==> src/rtl/video_pkg.sv <==
// Shared constants and state type for the planar pixel datapath.
package video_pkg;

  localparam int unsigned PLANES_DEFAULT = 4;
  localparam int unsigned GROUP_WIDTH    = 8;
  localparam int unsigned IDX_W          = $clog2(GROUP_WIDTH) + 1;

  typedef enum logic [0:0] {
    IDLE    = 1'b0,
    COLLECT = 1'b1
  } state_t;

endpackage

==> src/rtl/plane_shift_in.sv <==
// Single-plane serial-in shift register with direction select.
// dir=0 shifts left inserting at LSB (first bit ends at MSB);
// dir=1 shifts right inserting at MSB (first bit ends at LSB).
module plane_shift_in #(
  parameter int unsigned WIDTH = 8
) (
  input  logic             clock,
  input  logic             reset,
  input  logic             clear,
  input  logic             shift,
  input  logic             dir,
  input  logic             d,
  output logic [WIDTH-1:0] q
);

  logic [WIDTH-1:0] base;

  // Clear and shift may coincide: the new bit is inserted into an empty register.
  always_comb begin
    base = clear ? '0 : q;
  end

  // Shift register update.
  always_ff @(posedge clock) begin
    if (reset) begin
      q <= '0;
    end else if (shift) begin
      q <= dir ? {d, base[WIDTH-1:1]} : {base[WIDTH-2:0], d};
    end else if (clear) begin
      q <= '0;
    end
  end

endmodule

==> src/rtl/planar_deserializer.sv <==
// Collects one bit per plane per pixel and repacks WIDTH-pixel groups into
// per-plane bytes, delivered through a valid/ready handshake with a sticky
// overrun flag.
module planar_deserializer
  import video_pkg::*;
#(
  parameter int unsigned PLANES = PLANES_DEFAULT,
  parameter int unsigned WIDTH  = GROUP_WIDTH
) (
  input  logic                    clock,
  input  logic                    reset,
  input  logic                    ce,
  input  logic                    start,
  input  logic                    flip,
  input  logic [PLANES-1:0]       bit_in,
  output logic [PLANES*WIDTH-1:0] byte_out,
  output logic                    out_valid,
  input  logic                    out_ready,
  output logic                    busy,
  output logic                    overrun
);

  localparam int unsigned    IW   = $clog2(WIDTH) + 1;
  localparam logic [IW-1:0] LAST = IW'(WIDTH - 1);

  state_t                  state;
  logic [IW-1:0]           idx;
  logic                    flip_q;
  logic                    done_q;
  logic                    begin_s;
  logic                    step_s;
  logic                    complete;
  logic                    shift_en;
  logic                    dir;
  logic [PLANES*WIDTH-1:0] group;

  // Sample qualification: start always wins and restarts at index 0.
  always_comb begin
    begin_s  = ce & start;
    step_s   = ce & ~start & (state == COLLECT);
    complete = step_s & (idx == LAST);
    shift_en = begin_s | step_s;
    dir      = begin_s ? flip : flip_q;
  end

  for (genvar p = 0; p < PLANES; p++) begin : g_plane
    plane_shift_in #(.WIDTH(WIDTH)) u_shift (
      .clock (clock),
      .reset (reset),
      .clear (begin_s),
      .shift (shift_en),
      .dir   (dir),
      .d     (bit_in[p]),
      .q     (group[p*WIDTH +: WIDTH])
    );
  end

  // Collection FSM and index counter; done_q marks a fully shifted group.
  always_ff @(posedge clock) begin
    if (reset) begin
      state  <= IDLE;
      idx    <= '0;
      flip_q <= 1'b0;
      done_q <= 1'b0;
    end else begin
      done_q <= complete;
      if (begin_s) begin
        state  <= COLLECT;
        idx    <= IW'(1);
        flip_q <= flip;
      end else if (complete) begin
        state <= IDLE;
        idx   <= '0;
      end else if (step_s) begin
        idx <= idx + 1'b1;
      end
    end
  end

  // Output register, handshake and sticky overrun.
  always_ff @(posedge clock) begin
    if (reset) begin
      byte_out  <= '0;
      out_valid <= 1'b0;
      overrun   <= 1'b0;
    end else if (done_q) begin
      if (out_valid && !out_ready) begin
        overrun <= 1'b1;
      end else begin
        byte_out  <= group;
        out_valid <= 1'b1;
      end
    end else if (out_ready) begin
      out_valid <= 1'b0;
    end
  end

  always_comb begin
    busy = (state == COLLECT);
  end

endmodule

==> config.mk <==
export PLATFORM = sky130hd
export DESIGN_NAME = planar_deserializer
export DESIGN_NICKNAME = d
export VERILOG_FILES = /design/src/rtl/video_pkg.sv /design/src/rtl/plane_shift_in.sv /design/src/rtl/planar_deserializer.sv
export SDC_FILE = /design/constraint.sdc
export NUM_CORES = 1
export LEC_CHECK = 0
export CAP_MARGIN = 20
export CORE_MARGIN = 4
export CORE_UTILIZATION = 45
export DETAILED_ROUTE_END_ITERATION = 8
export GPL_TIMING_DRIVEN = 0
export PLACE_DENSITY = 0.71
export SKIP_CTS_REPAIR_TIMING = 1
export SLEW_MARGIN = 15
export SYNTH_ARGS = -nofsm -noshare
export SYNTH_HDL_FRONTEND = slang
export SYNTH_SLANG_ARGS = --single-unit
==> constraint.sdc <==
create_clock -name clock -period 1.15 [get_ports clock]
set_input_delay 0.1725 -clock clock [delete_from_list [all_inputs] [get_ports clock]]
set_output_delay 0.1725 -clock clock [all_outputs]
set_load 0.02 [all_outputs]
======== Word-level counts from Yosys, hierarchy flattened ========
Cells that the tools add are included.
W data, S select, Z words.
word-level totals
  bits in registers ....................... 73
  bits in latches ......................... 0
  RAM bits ................................ 0
  bits in read-only memories .............. 0
  input port bits ......................... 10
  output and inout bits ................... 35
  logic and storage cells ................. 52
  memories kept ........................... 0
operators by class
  add/sub/neg operators ................... 1
  multipliers ............................. 0
  divide/modulo/power cells ............... 0
  order comparisons ....................... 0
  eq/ne operators ......................... 2
  shifts and indexed selects .............. 0
  multiplexer cells ....................... 21
  bitwise gates (word level) .............. 7
  reduce and logical (&&, ||, !) cells .... 9
operators with widths
  operator               count
  $mux W8                12
  $mux W1                9
  $reduce_and A2 Y1      3
  $add A4 B1 Y4 const B  1
  $and A1 B1 Y1          4
  $eq A4 B3 Y1 const B   1
  $reduce_bool A2 Y1     2
  $reduce_bool A3 Y1     1
  $reduce_or A3 Y1       1
  $ne A2 B2 Y1 const B   1
  $not A1 Y1             2
  $logic_and A1 B1 Y1    1
  $logic_not A1 Y1       1
  $or A1 B1 Y1           1

======== Logic depth before layout (Yosys ltp) ========
  depth after elaboration ................. 6
  gate-level depth with buffers ........... 6
  depth with buffers taken out ............ 4

======== Cells and area by module ========
A second synthesis with hierarchy kept.
unflattened totals
  cell total of the unflattened synthesis .. 365
  area, all modules ....................... 3,188.1 um^2
by module, submodules not included
  module               times used  cells an instance  area an instance (um^2)  seq. area each (um^2)
  plane_shift_in       4           44                 404.1                    160.2
  planar_deserializer  1           189                1,571.5                  820.8

======== Least setup slack after synthesis ========
Ideal clock, no wire load.
  path type ............................... flip-flop to flip-flop
  from .................................... register state, in the netlist busy
  to ...................................... register idx[3]
  library setup time ...................... 70 ps
  data arrival time ....................... 1,292 ps
  required time ........................... 1,080 ps
  setup slack ............................. -212 ps
  cell stages (with the launch flop) ...... 5
  buffers on the path ..................... 1
  clock period less this slack ............ 1,362 ps
  cell sequence ........................... dfxtp_1 > buf_6 > nand4b_4 > or4_1 > a21oi_1
on the way
  longest elaborated chain between the ends .. 3
RTL lines
  item                               line                       RTL
  from (decl)                        planar_deserializer.sv:26  state_t state;
  from (signal assigned)             planar_deserializer.sv:61  state <= IDLE;
  from (signal assigned)             planar_deserializer.sv:68  state <= COLLECT;
  from (signal assigned)             planar_deserializer.sv:72  state <= IDLE;
  $and A1 B1 Y1 *                    planar_deserializer.sv:40  step_s = ce & ~start & (state == COLLECT);
  $and A1 B1 Y1                      planar_deserializer.sv:41  complete = step_s & (idx == LAST);
  $reduce_or A3 Y1 (no source line)  --
  to (signal assigned)               planar_deserializer.sv:75  idx <= idx + 1'b1;
  to (decl)                          planar_deserializer.sv:27  logic [IW-1:0] idx;
Mark *: on every way between the ends. The rest lies on a longest branch, timed or not.
A chain may end at the register's enable or synchronous reset.

======== Worst setup path after layout ========
  from .................................... register flip_q
  to ...................................... register g_plane[1].u_shift.q[1]
on the way
  longest elaborated chain between the ends .. 3
RTL lines
  item                    line                       RTL
  from (decl)             planar_deserializer.sv:28  logic flip_q;
  from (signal assigned)  planar_deserializer.sv:70  flip_q <= flip;
  $mux W1                 --
  $mux W8                 plane_shift_in.sv:28       q <= dir ? {d, base[WIDTH-1:1]} : {base[WIDTH-2:0], d};
  $mux W8                 plane_shift_in.sv:27       end else if (shift) begin
  to (signal assigned)    plane_shift_in.sv:28
  to (decl)               plane_shift_in.sv:13       output logic [WIDTH-1:0] q
Every way passes these cells.

==> reports/results.tsv <==
stage	metric	value	unit
layout	commonest non-fill, non-tap cell in the layout	dfxtp_1	
yosys	Yosys top cell area share	0.4789	
pwr	Pint	3.966	mW
floorplan	DIE WIDTH	90.35	um
timing	headroom to the max-slew limit	0.6087	
critical_path	critical path data required time	1.39	ns
pwr	Leak	2.378	nW
critical_path	Crit Path Max Fanout	6	
grt	first-pass GRT wire length	12.64	mm
pwr	Clock power frac	0.354	
layout	Inserted Diodes	0	
critical_path	WS Path Type	flop to flop	
layout	Area Growth Syn to Fin	59.04	%
place	IO Port Bufs	43	
pwr	PwrDens	1108	nW/um2
yosys	#FFs+latches synth	73	
timing	final hold violation count	0	
detailed_routing	Initial DRC Count	148	
yosys	Post-Synthesis Cell Area	3052	um2
critical_path	critical path launch point type	flop	
timing	max-slew violations	0	
yosys	Netlist cell types	32	
layout	Post-Layout Cell Count	504	
yosys	Yosys top cell by area	dfxtp_1	
detailed_routing	post-DR wirelength/cell	19.18	um
run_status	failing checks	negative setup slack	
clocking	htree depth	3	
layout	Final nets	434	
yosys	Mapped Cells	343	
layout	most frequent cells in the layout	dfxtp_1, a21oi_1, dlymetal6s2s_1	
grt	initial antenna violation count	0	
floorplan	Placeable Area	6459	um2
run_status	result of the run	finished with violations	
grt	gr ovfl total	0	
floorplan	Initial Utilization	0.4725	
timing	RSZ-0062 raised after global routing	yes	
detailed_routing	total iterations of the first detailed-routing run	4	
floorplan	Die H	90.35	um
timing	Worst-Margin Slew	0.5869	ns
clocking	Worst-Skew Late Latency	0.36	ns
pwr	Sw Share	0.2626	
min_path	Hold Crit Class	input pin to flop	
clocking	CTS Buf Count	9	
yosys	Synth area leaders	dfxtp_1, mux2_2, a21oi_1	
critical_path	Critical Path End Type	flop	
pwr	sequential power share	0.503	
clocking	CTS tree	built	
clocking	Reg clk slew, reported paths	0.07	ns
timing	Layout Skew	0.01060	ns
timing	minimum clock period after layout	1.350	ns
job	Max Cap Violations	0	
floorplan	Core Rows	29	
yosys	sequential element share of the synthesized area	0.4789	
detailed_routing	drt drc	0	
pwr	Sw Pwr	1.412	mW
grt	number of global-route vias before repair	2712	
detailed_routing	final wirelength	9.667	mm
place	Post-DP HPWL	5.347	mm
pwr	combinational power share	0.143	
grt	largest net degree at the start of global routing	12	
timing	setup ws final	-0.2002	ns
min_path	worst hold path startpoint	start	
yosys	Yosys warning count	0	
floorplan	IO Pins	45	
detailed_routing	post-route ant nets	0	
timing	final period utilization	1.174	
yosys	Syn Area/Cell	8.897	um2
timing	FMAX	740.6	MHz
critical_path	CP Launch Point	flip_q	
timing	setup TNS	-3.828	ns
place	routability cong.	0.8250	
floorplan	die area	8163	um2
place	Cells after DPL	463	
grt	GRT Overall Usage	0.1885	
clocking	Sink Count	73	
pwr	maximum VDD drop	0.6957	mV
detailed_routing	Vias	3025	
yosys	Post-Syn Nets	354	
clocking	clk root buf	clkbuf_8	
critical_path	reg-to-reg startpoint	flip_q	
timing	Setup violations, final	57	
layout	layout cell share with drive strength beyond 1	0.4098	
critical_path	critical path data arrival time	1.59	ns
clocking	Max Root-Sink Buffers	2	
detailed_routing	Vias/cell	6.002	
cells by family after synthesis:
kind of cell,Yosys count,share of synthesized area
compound gates,121,0.2300
xor+xnor,1,0.002871
fa+ha+maj,1,0.004099
buf+inv,36,0.05781
flops,73,0.4789
mux,24,0.08733
simple gates,87,0.1390
final timing paths:
path | cells after the start | end | slack, ns
min reg2reg | 2 | byte_out[8] | 0.46
max reg2reg | 6 | g_plane[1].u_shift.q[1] | -0.20
min | 3 | flip_q | 0.21
max | 6 | g_plane[1].u_shift.q[1] | -0.20
flip-flops by register name, summed over array words and instances, names as in the netlist:
signal             flops
done_q                 1
idx                    4
flip_q                 1
overrun                1
out_valid              1
g_plane.u_shift.q     32
byte_out              32
busy                   1
layer usage:
metal  GRT usage  vias to the layer above  wire [um]
met5           0                        -          0
met4     0.08801                        0        273
met3     0.03667                       25        389
met2      0.3167                       97       4827
met1      0.2320                     1486       4176
li1            -                     1417          -
metrics by stage:
| step | setup slack [ns] | hold WS [ns] | area [um2] | total power, mW | util |
|---|---|---|---|---|---|
| 3_5_place_dp | -0.7037 | 0.4599 | 3635 | 3.191 | 0.5628 |
| 5_1_grt | -0.2250 | 0.2222 | 4853 | 5.542 | 0.7515 |
| 3_3_place_gp | -0.6559 | 0.4508 | 3635 | 3.177 | 0.5628 |
| 6_report | -0.2002 | 0.2140 | 4853 | 5.379 | 0.7515 |
| 2_1_floorplan | -0.04553 | 0.3488 | 3108 | 3.057 | - |
| 4_1_cts | -0.4865 | 0.1483 | 3815 | 5.012 | 0.5907 |
synthesized netlist by cell type:
master and count:
nor2_1 33, nor2b_1 3, nand4b_1 1, buf_2 6
o21a_1 1, dfxtp_1 73, o22ai_1 21, ha_1 1
inv_1 2, or2_2 2, a21bo_1 1, buf_4 3
a211oi_1 9, nand3_1 33, buf_1 1, nor3_1 3
a31oi_1 1, nand2_1 6, o21ai_0 35, nand4b_4 1
a21bo_2 4, or4_1 1, clkbuf_1 21, a32oi_1 4
buf_6 3, nand2b_1 3, mux2i_1 3, mux2_2 21
xor2_1 1, a21oi_1 44, nand3b_1 1, o2111ai_1 1
power groups by stage:
stage          clock network [mW]  registers (mW)  logic [mW]
2_1_floorplan                   0            2.72       0.338
3_3_place_gp                    0            2.74       0.437
3_5_place_dp                    0            2.74       0.450
4_1_cts                      1.88            2.68       0.452
5_1_grt                      2.02            2.72       0.804
6_report                     1.90            2.71       0.767
critical path, stage by stage (launching register included):
cell     delay (ns)
dfxtp_2        0.33
buf_8          0.14
buf_12         0.13
buf_12         0.13
mux2_4         0.30
o22ai_2        0.13
nor2_1         0.08
area by class of cell:
cell class / count / area, um2
plain buffers: 30 / 300.3
flip-flops and latches: 73 / 1473
inverters: 2 / 11.26
clock buffers: 12 / 165.2
well taps: 77 / 96.34
fillers: 447 / 1605
clock inverters: 3 / 15.01
repair buffers: 72 / 929.6
multi-input cells: 235 / 1863
Note: power is estimated with default switching activity, not from simulation.
==> RTL edit: new RTL, same settings <==
`GROUP_WIDTH`: 8 -> 32.
--- a/src/rtl/video_pkg.sv
+++ b/src/rtl/video_pkg.sv
@@ -4,3 +4,3 @@
   localparam int unsigned PLANES_DEFAULT = 4;
-  localparam int unsigned GROUP_WIDTH    = 8;
+  localparam int unsigned GROUP_WIDTH    = 32;
   localparam int unsigned IDX_W          = $clog2(GROUP_WIDTH) + 1;
Interface: changed (resized byte_out); port bits go from 45 to 141. No check against the original RTL was run, so the function may have changed too.
==> RTL edit against the original RTL <==
Count of clock-buffer cells in the layout increased by 29; cell area grew to 3.4 times the old value; the run still ends with setup timing left; routed wire length rose to 3.5 times the old value; critical endpoint is now g_plane[0].u_shift.q[2]; total power grew to 3.7 times the old value; die area grew to 3.5 times the old value; hold slack better by 0.10 ns; area after synthesis grew to 3.8 times the old value; sequential share of layout area grew 3.1 points; critical path depth is the same; setup slack got worse by 0.021 ns; sequential cell count up 194; via count rose to 3.5 times the old value; cell count rose to 3.8 times the old value.
==> RTL edit: results (changes against the original RTL) <==
| Metric | Value |
|---|---|
| Number of global-route vias before repair | 9961 (+270%) |
| H-tree depth | 1 (-2) |
| CTS Buf Count | 28 (+19) |
| Adder-Cell Fraction of Synth Area | 0.107% (-0.30 points) |
| Synth top area cells | dfxtp_1, mux2_2, a21oi_1 |
| Hold Path Sink | g_plane[0].u_shift.q[0] |
| Pint | 15.5 mW (+290%) |
| Status | finished, violations left |
| FILL cells | 2073 (+360%) |
| Final GP Congestion | 0.828 (+0.38%) |
| Nonclk inv count | 1 (-1) |
| Post-synthesis sequential area ratio | 45.8% (-2.1 points) |
| Met2 WL | 15.7 mm (+230%) |
| Clock tree buffer depth | 3 (+1) |
| PnR worst setup slack | -0.221 ns (-0.0212 ns) |
| Slew HR | 61.8% (+0.94 points) |
| Layout cells sized above 1 | 38.5% (-2.5 points) |
| Worst-skew pair later-pin latency | 0.54 ns (+0.18 ns) |
| Fraction of the mapped netlist area in compound gates | 18.7% (-4.3 points) |
| CTS Sinks | 267 (+270%) |
| GR Util All Layers | 21.7% (+2.9 points) |
| Via density per instance | 5.62 (-6.3%) |
| Clock-cell share | 6.04% (+2.3 points) |
| Signal buf overhead | 19.0% (-6.4 points) |
| Power after layout | 20.1 mW (+270%) |
| Final setup viols | 381 (+570%) |
| Non-clk bufs | 303 (+200%) |
| Failing checks | setup timing |
| Min-delay src | bit_in[0] |
| Sequential Power Share | 46.5% (-3.8 points) |
| Setup TNS | -36.66 ns (-32.84 ns) |
| Synth unique cells | 45 (+41%) |
| P_clk | 9.53 mW (+400%) |
| Grt met1 use | 31.0% (+7.8 points) |
| M2 GR Usage | 34.6% (+2.9 points) |
| Post-Synth XOR/XNOR Area | 0.0751% (-0.21 points) |
| Worst VDD drop | 0.755 mV (+8.6%) |
| Syn Nets | 1361 (+280%) |
| Leakage | 6.64 nW (+180%) |
| Synth top cells by count | dfxtp_1, a21oi_1, nand3_1 |
| Port bufs | 140 (+230%) |
[RTL edit: cell types whose count changed in the layout (fill, tap and decap cells not counted), moves of 23 or more]
cell / delta
clkbuf_16: +28
clkbuf_2: +25
nand2_1: +117
o21ai_0: +101
buf_6: +76
dfxtp_2: +70
dfxtp_1: +123
a21oi_1: +193
mux2_2: +48
nand3_1: +143
a21oi_2: +25
dlymetal6s2s_1: +23
mux2_4: +50
nand3_2: +78
[RTL edit: stage by stage]
stage | hold WS (ns) | std cells | setup slack, ns | cell area (um^2)
3_3_place_gp | 0.459 | 1820 | -0.948 | 14200
2_1_floorplan | 0.325 | 1350 | -0.0858 | 12300
6_report | 0.318 | 1892 | -0.221 | 16300
3_5_place_dp | 0.465 | 1820 | -0.917 | 14200
4_1_cts | 0.295 | 1872 | -0.654 | 15100
5_1_grt | 0.338 | 1892 | -0.254 | 16300
